===== src/rtl/sccb_config_seq_if.sv =====
// Command/response channel between the config sequencer and an SCCB master.
// One command in flight: valid/ready handshake out, single-cycle response pulse back.
interface sccb_config_seq_if #(
  parameter int REG_AW = 8,
  parameter int DATA_W = 8
);
   logic              cmd_valid;
   logic              cmd_ready;
   logic              cmd_rw;
   logic [REG_AW-1:0] cmd_addr;
   logic [DATA_W-1:0] cmd_wdata;
   logic              rsp_valid;
   logic              rsp_nack;
   logic [DATA_W-1:0] rsp_rdata;

   modport master (
      output cmd_valid, cmd_rw, cmd_addr, cmd_wdata,
      input  cmd_ready, rsp_valid, rsp_nack, rsp_rdata
   );

   modport slave (
      input  cmd_valid, cmd_rw, cmd_addr, cmd_wdata,
      output cmd_ready, rsp_valid, rsp_nack, rsp_rdata
   );
endinterface


===== src/rtl/sccb_config_seq.sv =====
// Walks a synchronous config ROM and issues SCCB register writes, with ms delays,
// optional read-back verify and bounded retry on NACK or mismatch.
module sccb_config_seq #(
  parameter int CLK_FREQ  = 25_000_000,
  parameter int ROM_AW    = 8,
  parameter int REG_AW    = 8,
  parameter int DATA_W    = 8,
  parameter int VERIFY    = 0,
  parameter int MAX_RETRY = 3
) (
   input  logic                     clk,
   input  logic                     rst,
   input  logic                     start,
   output logic [ROM_AW-1:0]        rom_addr,
   input  logic [REG_AW+DATA_W-1:0] rom_data,
   sccb_config_seq_if.master        bus,
   output logic                     busy,
   output logic                     done,
   output logic                     err,
   output logic [ROM_AW-1:0]        err_count,
   output logic [ROM_AW-1:0]        err_index
);
   localparam int TICKS = (CLK_FREQ / 1000 > 0) ? CLK_FREQ / 1000 : 1;
   localparam int PW    = $clog2(TICKS + 1);

   typedef enum logic [3:0] {
      IDLE, FETCH, DECODE, ISSUE_W, WAIT_W, ISSUE_R, WAIT_R, DELAY, DONE
   } state_t;

   state_t            state;
   logic [ROM_AW-1:0] idx;
   logic [3:0]        retry;
   logic [PW-1:0]     pre;
   logic [DATA_W-1:0] ms_cnt;

   logic [REG_AW-1:0] ent_addr;
   logic [DATA_W-1:0] ent_data;
   logic              addr_ones, data_ones;
   logic              rd_bad, resp_fail, resp_ok, delay_end, zero_delay, advance;

   assign ent_addr  = rom_data[REG_AW+DATA_W-1 -: REG_AW];
   assign ent_data  = rom_data[DATA_W-1:0];
   assign addr_ones = &ent_addr;
   assign data_ones = &ent_data;

   // cmd_wdata holds the latched entry data, so it doubles as the verify reference
   assign rd_bad     = bus.rsp_nack || (bus.rsp_rdata != bus.cmd_wdata);
   assign resp_fail  = bus.rsp_valid && ((state == WAIT_W && bus.rsp_nack) ||
                                         (state == WAIT_R && rd_bad));
   assign resp_ok    = bus.rsp_valid && ((state == WAIT_W && !bus.rsp_nack && VERIFY == 0) ||
                                         (state == WAIT_R && !rd_bad));
   assign delay_end  = (state == DELAY) && (pre == PW'(TICKS - 1)) && (ms_cnt == DATA_W'(1));
   assign zero_delay = (state == DECODE) && addr_ones && !data_ones && (ent_data == '0);
   assign advance    = resp_ok || (resp_fail && retry == 4'd0) || delay_end || zero_delay;

   always_ff @(posedge clk) begin
      if (!rst) begin
         state     <= IDLE;
         idx       <= '0;
         retry     <= '0;
         pre       <= '0;
         ms_cnt    <= '0;
         rom_addr  <= '0;
         bus.cmd_valid <= 1'b0;
         bus.cmd_rw    <= 1'b0;
         bus.cmd_addr  <= '0;
         bus.cmd_wdata <= '0;
         busy      <= 1'b0;
         done      <= 1'b0;
         err       <= 1'b0;
         err_count <= '0;
         err_index <= '0;
      end else begin
         case (state)
            IDLE: if (start) begin
               idx       <= '0;
               rom_addr  <= '0;
               err       <= 1'b0;
               err_count <= '0;
               err_index <= '0;
               done      <= 1'b0;
               busy      <= 1'b1;
               state     <= FETCH;
            end
            FETCH: state <= DECODE;
            DECODE: begin
               bus.cmd_addr  <= ent_addr;
               bus.cmd_wdata <= ent_data;
               retry         <= 4'(MAX_RETRY);
               if (addr_ones && data_ones) begin
                  busy  <= 1'b0;
                  done  <= 1'b1;
                  state <= DONE;
               end else if (addr_ones) begin
                  ms_cnt <= ent_data;
                  pre    <= '0;
                  state  <= DELAY;
               end else begin
                  bus.cmd_valid <= 1'b1;
                  bus.cmd_rw    <= 1'b0;
                  state         <= ISSUE_W;
               end
            end
            ISSUE_W, ISSUE_R: if (bus.cmd_ready) begin
               bus.cmd_valid <= 1'b0;
               state         <= (state == ISSUE_W) ? WAIT_W : WAIT_R;
            end
            WAIT_W, WAIT_R: begin
               if (resp_fail && retry != 4'd0) begin
                  retry         <= retry - 4'd1;
                  bus.cmd_valid <= 1'b1;
                  bus.cmd_rw    <= 1'b0;
                  state         <= ISSUE_W;
               end else if (state == WAIT_W && bus.rsp_valid && !bus.rsp_nack && VERIFY != 0) begin
                  bus.cmd_valid <= 1'b1;
                  bus.cmd_rw    <= 1'b1;
                  state         <= ISSUE_R;
               end
            end
            DELAY: begin
               if (pre == PW'(TICKS - 1)) begin
                  pre    <= '0;
                  ms_cnt <= ms_cnt - DATA_W'(1);
               end else begin
                  pre <= pre + PW'(1);
               end
            end
            DONE: state <= IDLE;
            default: state <= IDLE;
         endcase

         // Entry exhausted its retries: log it, then move on like any other entry
         if (resp_fail && retry == 4'd0) begin
            err       <= 1'b1;
            err_index <= idx;
            if (!(&err_count)) err_count <= err_count + ROM_AW'(1);
         end

         if (advance) begin
            if (&idx) begin
               busy  <= 1'b0;
               done  <= 1'b1;
               state <= DONE;
            end else begin
               idx      <= idx + ROM_AW'(1);
               rom_addr <= idx + ROM_AW'(1);
               state    <= FETCH;
            end
         end
      end
   end
endmodule


===== src/flat_wrapper.sv =====
// flat-port wrapper written by rule: the top's interface ports become plain ports
module sccb_config_seq_flat 
#(
  parameter int CLK_FREQ  = 25_000_000,
  parameter int ROM_AW    = 8,
  parameter int REG_AW    = 8,
  parameter int DATA_W    = 8,
  parameter int VERIFY    = 0,
  parameter int MAX_RETRY = 3
)
  (clk, rst, start, rom_addr, rom_data, busy, done, err, err_count, err_index, bus_cmd_valid, bus_cmd_rw, bus_cmd_addr, bus_cmd_wdata, bus_cmd_ready, bus_rsp_valid, bus_rsp_nack, bus_rsp_rdata);
  sccb_config_seq_if #(.REG_AW(REG_AW), .DATA_W(DATA_W)) bus_i ();
  input  logic clk;
  input  logic rst;
  input  logic start;
  output logic [ROM_AW-1:0] rom_addr;
  input  logic [REG_AW+DATA_W-1:0] rom_data;
  output logic busy;
  output logic done;
  output logic err;
  output logic [ROM_AW-1:0] err_count;
  output logic [ROM_AW-1:0] err_index;
  output wire logic [$bits(bus_i.cmd_valid)-1:0] bus_cmd_valid;
  output wire logic [$bits(bus_i.cmd_rw)-1:0] bus_cmd_rw;
  output wire logic [$bits(bus_i.cmd_addr)-1:0] bus_cmd_addr;
  output wire logic [$bits(bus_i.cmd_wdata)-1:0] bus_cmd_wdata;
  input wire logic [$bits(bus_i.cmd_ready)-1:0] bus_cmd_ready;
  input wire logic [$bits(bus_i.rsp_valid)-1:0] bus_rsp_valid;
  input wire logic [$bits(bus_i.rsp_nack)-1:0] bus_rsp_nack;
  input wire logic [$bits(bus_i.rsp_rdata)-1:0] bus_rsp_rdata;
  assign bus_cmd_valid = bus_i.cmd_valid;
  assign bus_cmd_rw = bus_i.cmd_rw;
  assign bus_cmd_addr = bus_i.cmd_addr;
  assign bus_cmd_wdata = bus_i.cmd_wdata;
  assign bus_i.cmd_ready = bus_cmd_ready;
  assign bus_i.rsp_valid = bus_rsp_valid;
  assign bus_i.rsp_nack = bus_rsp_nack;
  assign bus_i.rsp_rdata = bus_rsp_rdata;
  sccb_config_seq #(.CLK_FREQ(CLK_FREQ), .ROM_AW(ROM_AW), .REG_AW(REG_AW), .DATA_W(DATA_W), .VERIFY(VERIFY), .MAX_RETRY(MAX_RETRY)) u_core (.clk(clk), .rst(rst), .start(start), .rom_addr(rom_addr), .rom_data(rom_data), .bus(bus_i), .busy(busy), .done(done), .err(err), .err_count(err_count), .err_index(err_index));
endmodule

===== config.mk =====
export PLATFORM = sky130hd
export DESIGN_NAME = sccb_config_seq_flat
export DESIGN_NICKNAME = d
export VERILOG_FILES = /design/src/rtl/sccb_config_seq_if.sv /design/src/rtl/sccb_config_seq.sv /design/src/flat_wrapper.sv
export SDC_FILE = /design/constraint.sdc
export NUM_CORES = 1
export LEC_CHECK = 0
export BUFFER_PORTS_ARGS = -buffer_cell sky130_fd_sc_hd__buf_2
export CORE_ASPECT_RATIO = 1.5
export CORE_MARGIN = 3
export CORE_UTILIZATION = 52
export CTS_BUF_LIST = sky130_fd_sc_hd__clkbuf_2 sky130_fd_sc_hd__clkbuf_4 sky130_fd_sc_hd__clkbuf_8
export CTS_CLUSTER_SIZE = 12
export DETAILED_ROUTE_END_ITERATION = 16
export MAX_ROUTING_LAYER = met4
export PLACE_DENSITY = 0.78
export SLEW_MARGIN = 20
export SYNTH_ARGS = -nofsm -noshare
export SYNTH_HDL_FRONTEND = slang
export SYNTH_SLANG_ARGS = --single-unit

===== constraint.sdc =====
create_clock -name clk -period 2.05 [get_ports clk]
set_input_delay 0.205 -clock clk [delete_from_list [all_inputs] [get_ports clk]]
set_output_delay 0.205 -clock clk [all_outputs]
set_load 0.005 [all_outputs]

==> metrics.csv <==
stage,metric,value,unit
grt,largest net degree at the start of global routing,34,
floorplan,I/O pins,75,
timing,TNS Setup,-0.313,ns
clock_tree,hold_buf cts,0,
power,Comb pwr share,23.4,%
clock_tree,Clock Path Buffers,2,
finish,post-route cell area,5760,µm²
logic_synthesis,Yosys warning count,0,
power,clock network power share,29.3,%
finish,fraction of layout cells with a size suffix above 1,34.7,%
clock_tree,clk slew on worst S/H paths,0.08,ns
routing,Detailed Routing Iterations Pass 1,4,
logic_synthesis,sequential fraction of the synthesis area,38.6,%
floorplan,Core Area,8010,µm²
setup_path,Critical Path Source Type,flop,
logic_synthesis,post-synth top area share,38.6,%
clock_tree,CTS H-tree lvls,3,
power,NetSw,0.00110,W
floorplan,# rows,40,
routing,Residual DRC,0,
floorplan,die width,80.2,µm
finish,Antenna diodes,0,
routing,final wirelength,12.3,mm
timing,Worst Clk Skew,0.00895,ns
setup_path,CP max FO,23,
timing,fin worst setup slack,-0.0922,ns
timing,Final period util,104,%
timing,worst rel slew slack,65.3,%
logic_synthesis,Syn Inst Count,528,
timing,"Slew Viols, Final",0,
logic_synthesis,Synth Net Count,565,
floorplan,initial core utilization,53.7,%
place,IO buf count,73,
routing,wire length per cell,15.9,µm
logic_synthesis,count of cell types in the netlist,67,
setup_path,Worst Path Required,2.33,ns
status,failing checks,setup timing,
logic_synthesis,leading area contributor after synthesis,dfxtp_1,
place,worst slack at placement,-0.150,ns
power,Power per Cell Area,632,nW/µm²
clock_tree,Skew-Pair Late Insertion Delay,0.36,ns
logic_synthesis,"EDFF count, synth",0,
setup_path,critical path's top delay family,simple AND/OR/NAND/NOR gates,
run,Max-cap violations,0,
setup_path,flop2flop setup slack,-0.09,ns
power,cell-internal power,0.00254,W
timing,"Hold Violations, Final",0,
setup_path,Worst path depth,8,
setup_path,max incr delay on CP,0.63,ns
floorplan,die footprint,9420,µm²
setup_path,Reg2Reg Depth,8,
grt,total track usage,26.4,%
finish,area growth from synthesis to layout,33.9,%
finish,"leading cell types in the layout, fill and taps excluded","dfxtp_1, buf_2, buf_4",
timing,Final min period,2.14,ns
routing,vias,4504,
clock_tree,cts bufs inserted,9,
power,part of the power in registers,47.3,%
logic_synthesis,synthesized flop and latch total,83,
timing,FMAX,467,MHz
power,total power draw,0.00364,W
hold_path,worst hold path class,in -> reg,
grt,vias in the first global route,4312,
setup_path,crit path DAT,2.43,ns
clock_tree,Clock Sinks,83,
timing,final setup fails,8,
routing,ANT nets after route,0,
timing,Tightest Pin Transition,0.520,ns
logic_synthesis,Async SR Flop Fraction,0,%
logic_synthesis,largest cells by area after synthesis,"dfxtp_1, a21oi_1, nand2_1",
setup_path,capturing point of the worst reg2reg path,u_core.err_count[2]$_SDFF_PN0_,
power,Peak VDD IR,0.403,mV
setup_path,crit end category,flop,
grt,GRT overflow,0,
power,leakage power figure,2.40,nW
logic_synthesis,Synth Area per Inst,8.14,µm²
setup_path,critical path start-end classification,reg -> reg,
clock_tree,TritonCTS clock tree,done,
logic_synthesis,top_reg_cell synth,dfxtp_1,
timing,final hold slack,0.0944,ns
floorplan,Die Span Y,117,µm
hold_path,hold_sp,rom_data[12],
setup_path,Worst Path Buf+Inv,2,
place,HPWL after DPL,8.27,mm
grt,initial antenna violation count,0,
logic_synthesis,synthesized area,4300,µm²
routing,Vias/cell,5.80,
place,Post-DP Area,5180,µm²
setup_path,reg2reg start,u_core.bus.cmd_wdata[4]$_SDFFE_PN0P_,
setup_path,worst-path cell chain,"xor2_1, nor4_2, buf_4, a21oi_4, o211ai_1, buf_6, or4b_2, o221ai_1",
power,switching share of power,30.2,%
setup_path,crit path from,u_core.bus.cmd_wdata[4]$_SDFFE_PN0P_,
finish,fill count,614,
routing,initial detailed-routing violation count,246,
grt,first-pass GRT wire length,19.8,mm
setup_path,Setup crit end,u_core.err_count[2]$_SDFF_PN0_,
clock_tree,CTS root buf,clkbuf_8,
place,GPL Wtd Cong,0.914,
setup_path,Crit-path slowest cell,or4b_2,
finish,Final Net Count,703,
status,outcome,"complete, but fails checks",
finish,"most common cell after layout, fill and taps aside",dfxtp_1,
timing,RSZ-0062 raised after global routing,true,
layout make-up:
class,count,area (µm²),area share (%)
Clock inverter,5,28.8,0.500
Inverter,18,67.6,1.17
Sequential cell,83,1670,29.0
Tap cell,105,131,2.28
Timing Repair Buffer,157,1050,18.2
Multi-Input combinational cell,397,2670,46.3
Clock buffer,11,145,2.52
metrics by stage:
| step | utilization (%) | std cells |
|---|---|---|
| global placement | 64.7 | 745 |
| CTS | 69.4 | 772 |
| floorplan | - | 528 |
| detailed placement | 64.7 | 745 |
| global route | 71.9 | 776 |
| finish | 71.9 | 776 |
worst register-to-register path: stages (launching register included):
cell and delay [ns]:
dfxtp_1 0.35, xor2_1 0.23, nor4_2 0.09, buf_4 0.17, a21oi_4 0.16, o211ai_1 0.14, buf_6 0.21, or4b_2 0.63
o221ai_1 0.09
cell usage after synthesis, drive strengths merged (2+ instances only):
cell type  number
a211oi          5
a21boi          2
a21o            4
a21oi          52
a22oi           2
a311oi          3
a31oi           2
a41oi           2
and2            2
and3           19
buf            15
clkbuf         17
dfxtp          83
ha              7
inv            17
mux2i           2
nand2          70
nand2b          5
nand3          19
nand3b          5
nand4          12
nor2           45
nor3           10
nor3b           6
nor4            8
o2111ai         2
o211ai         13
o21a           16
o21ai          15
o221a           4
o221ai          2
o31a            2
o31ai           3
or2             4
or3             6
or3b            3
or4             2
or4b            5
xnor2           9
xor2           15
metal layers:
metal  up-vias  track usage (%)  part of all wire (%)
met2        99             45.6                    54
met3        26             4.69                   3.5
met1      2209             29.7                    40
li1       2170                -                     -
met4         0             10.3                   2.3
met5         -                -                     0
power groups by stage:
stage	combinational [W]	sequential, W	clock, W
after floorplan	0.000393	0.00176	0
after global placement	0.000710	0.00175	0
after detailed placement	0.000725	0.00175	0
after CTS	0.000774	0.00172	0.00109
after global routing	0.000931	0.00173	0.00116
final	0.000853	0.00172	0.00107
logic make-up after synthesis:
kind of cell	Yosys count	synth area share [%]
XOR/XNOR	24	4.89
AO/OA/AOI/OAI	137	21.4
AND/OR/NAND/NOR	224	27.0
adder cells (fa/ha/maj)	7	2.04
flip-flops	83	38.6
buffers and inverters	50	5.41
other	1	0.0872
multiplexers	2	0.466
registers in the layout, summed over array words and instances (netlist names), 8 cells and up:
signal,count
u_core.pre,15
u_core.bus.cmd_addr,8
u_core.bus.cmd_wdata,8
u_core.err_count,8
u_core.err_index,8
u_core.idx,8
u_core.ms_cnt,8
u_core.rom_addr,8
timing repair:
| action | 4_1_cts | 5_1_grt |
|---|---|---|
| gates resized for setup | 30 | 36 |
| pin swaps | 11 | 29 |
| setup endpoints to repair | 44 | 59 |
| buffers inserted | 9 | 5 |
| cloned | 2 | 0 |
worst min path at each step:
stage,endpoint,slack [ns],cells after the start
4_1_cts,u_core.bus.cmd_addr[4]$_SDFFE_PN0P_,0.08,3
2_1_floorplan,u_core.bus.cmd_addr[0]$_SDFFE_PN0P_,0.34,2
3_3_place_gp,u_core.bus.cmd_addr[0]$_SDFFE_PN0P_,0.44,2
6_report,u_core.bus.cmd_addr[4]$_SDFFE_PN0P_,0.09,3
3_5_place_dp,u_core.bus.cmd_addr[6]$_SDFFE_PN0P_,0.45,2
5_1_grt,u_core.bus.cmd_addr[5]$_SDFFE_PN0P_,0.1,3
Note: power is estimated with default switching activity, not from simulation.
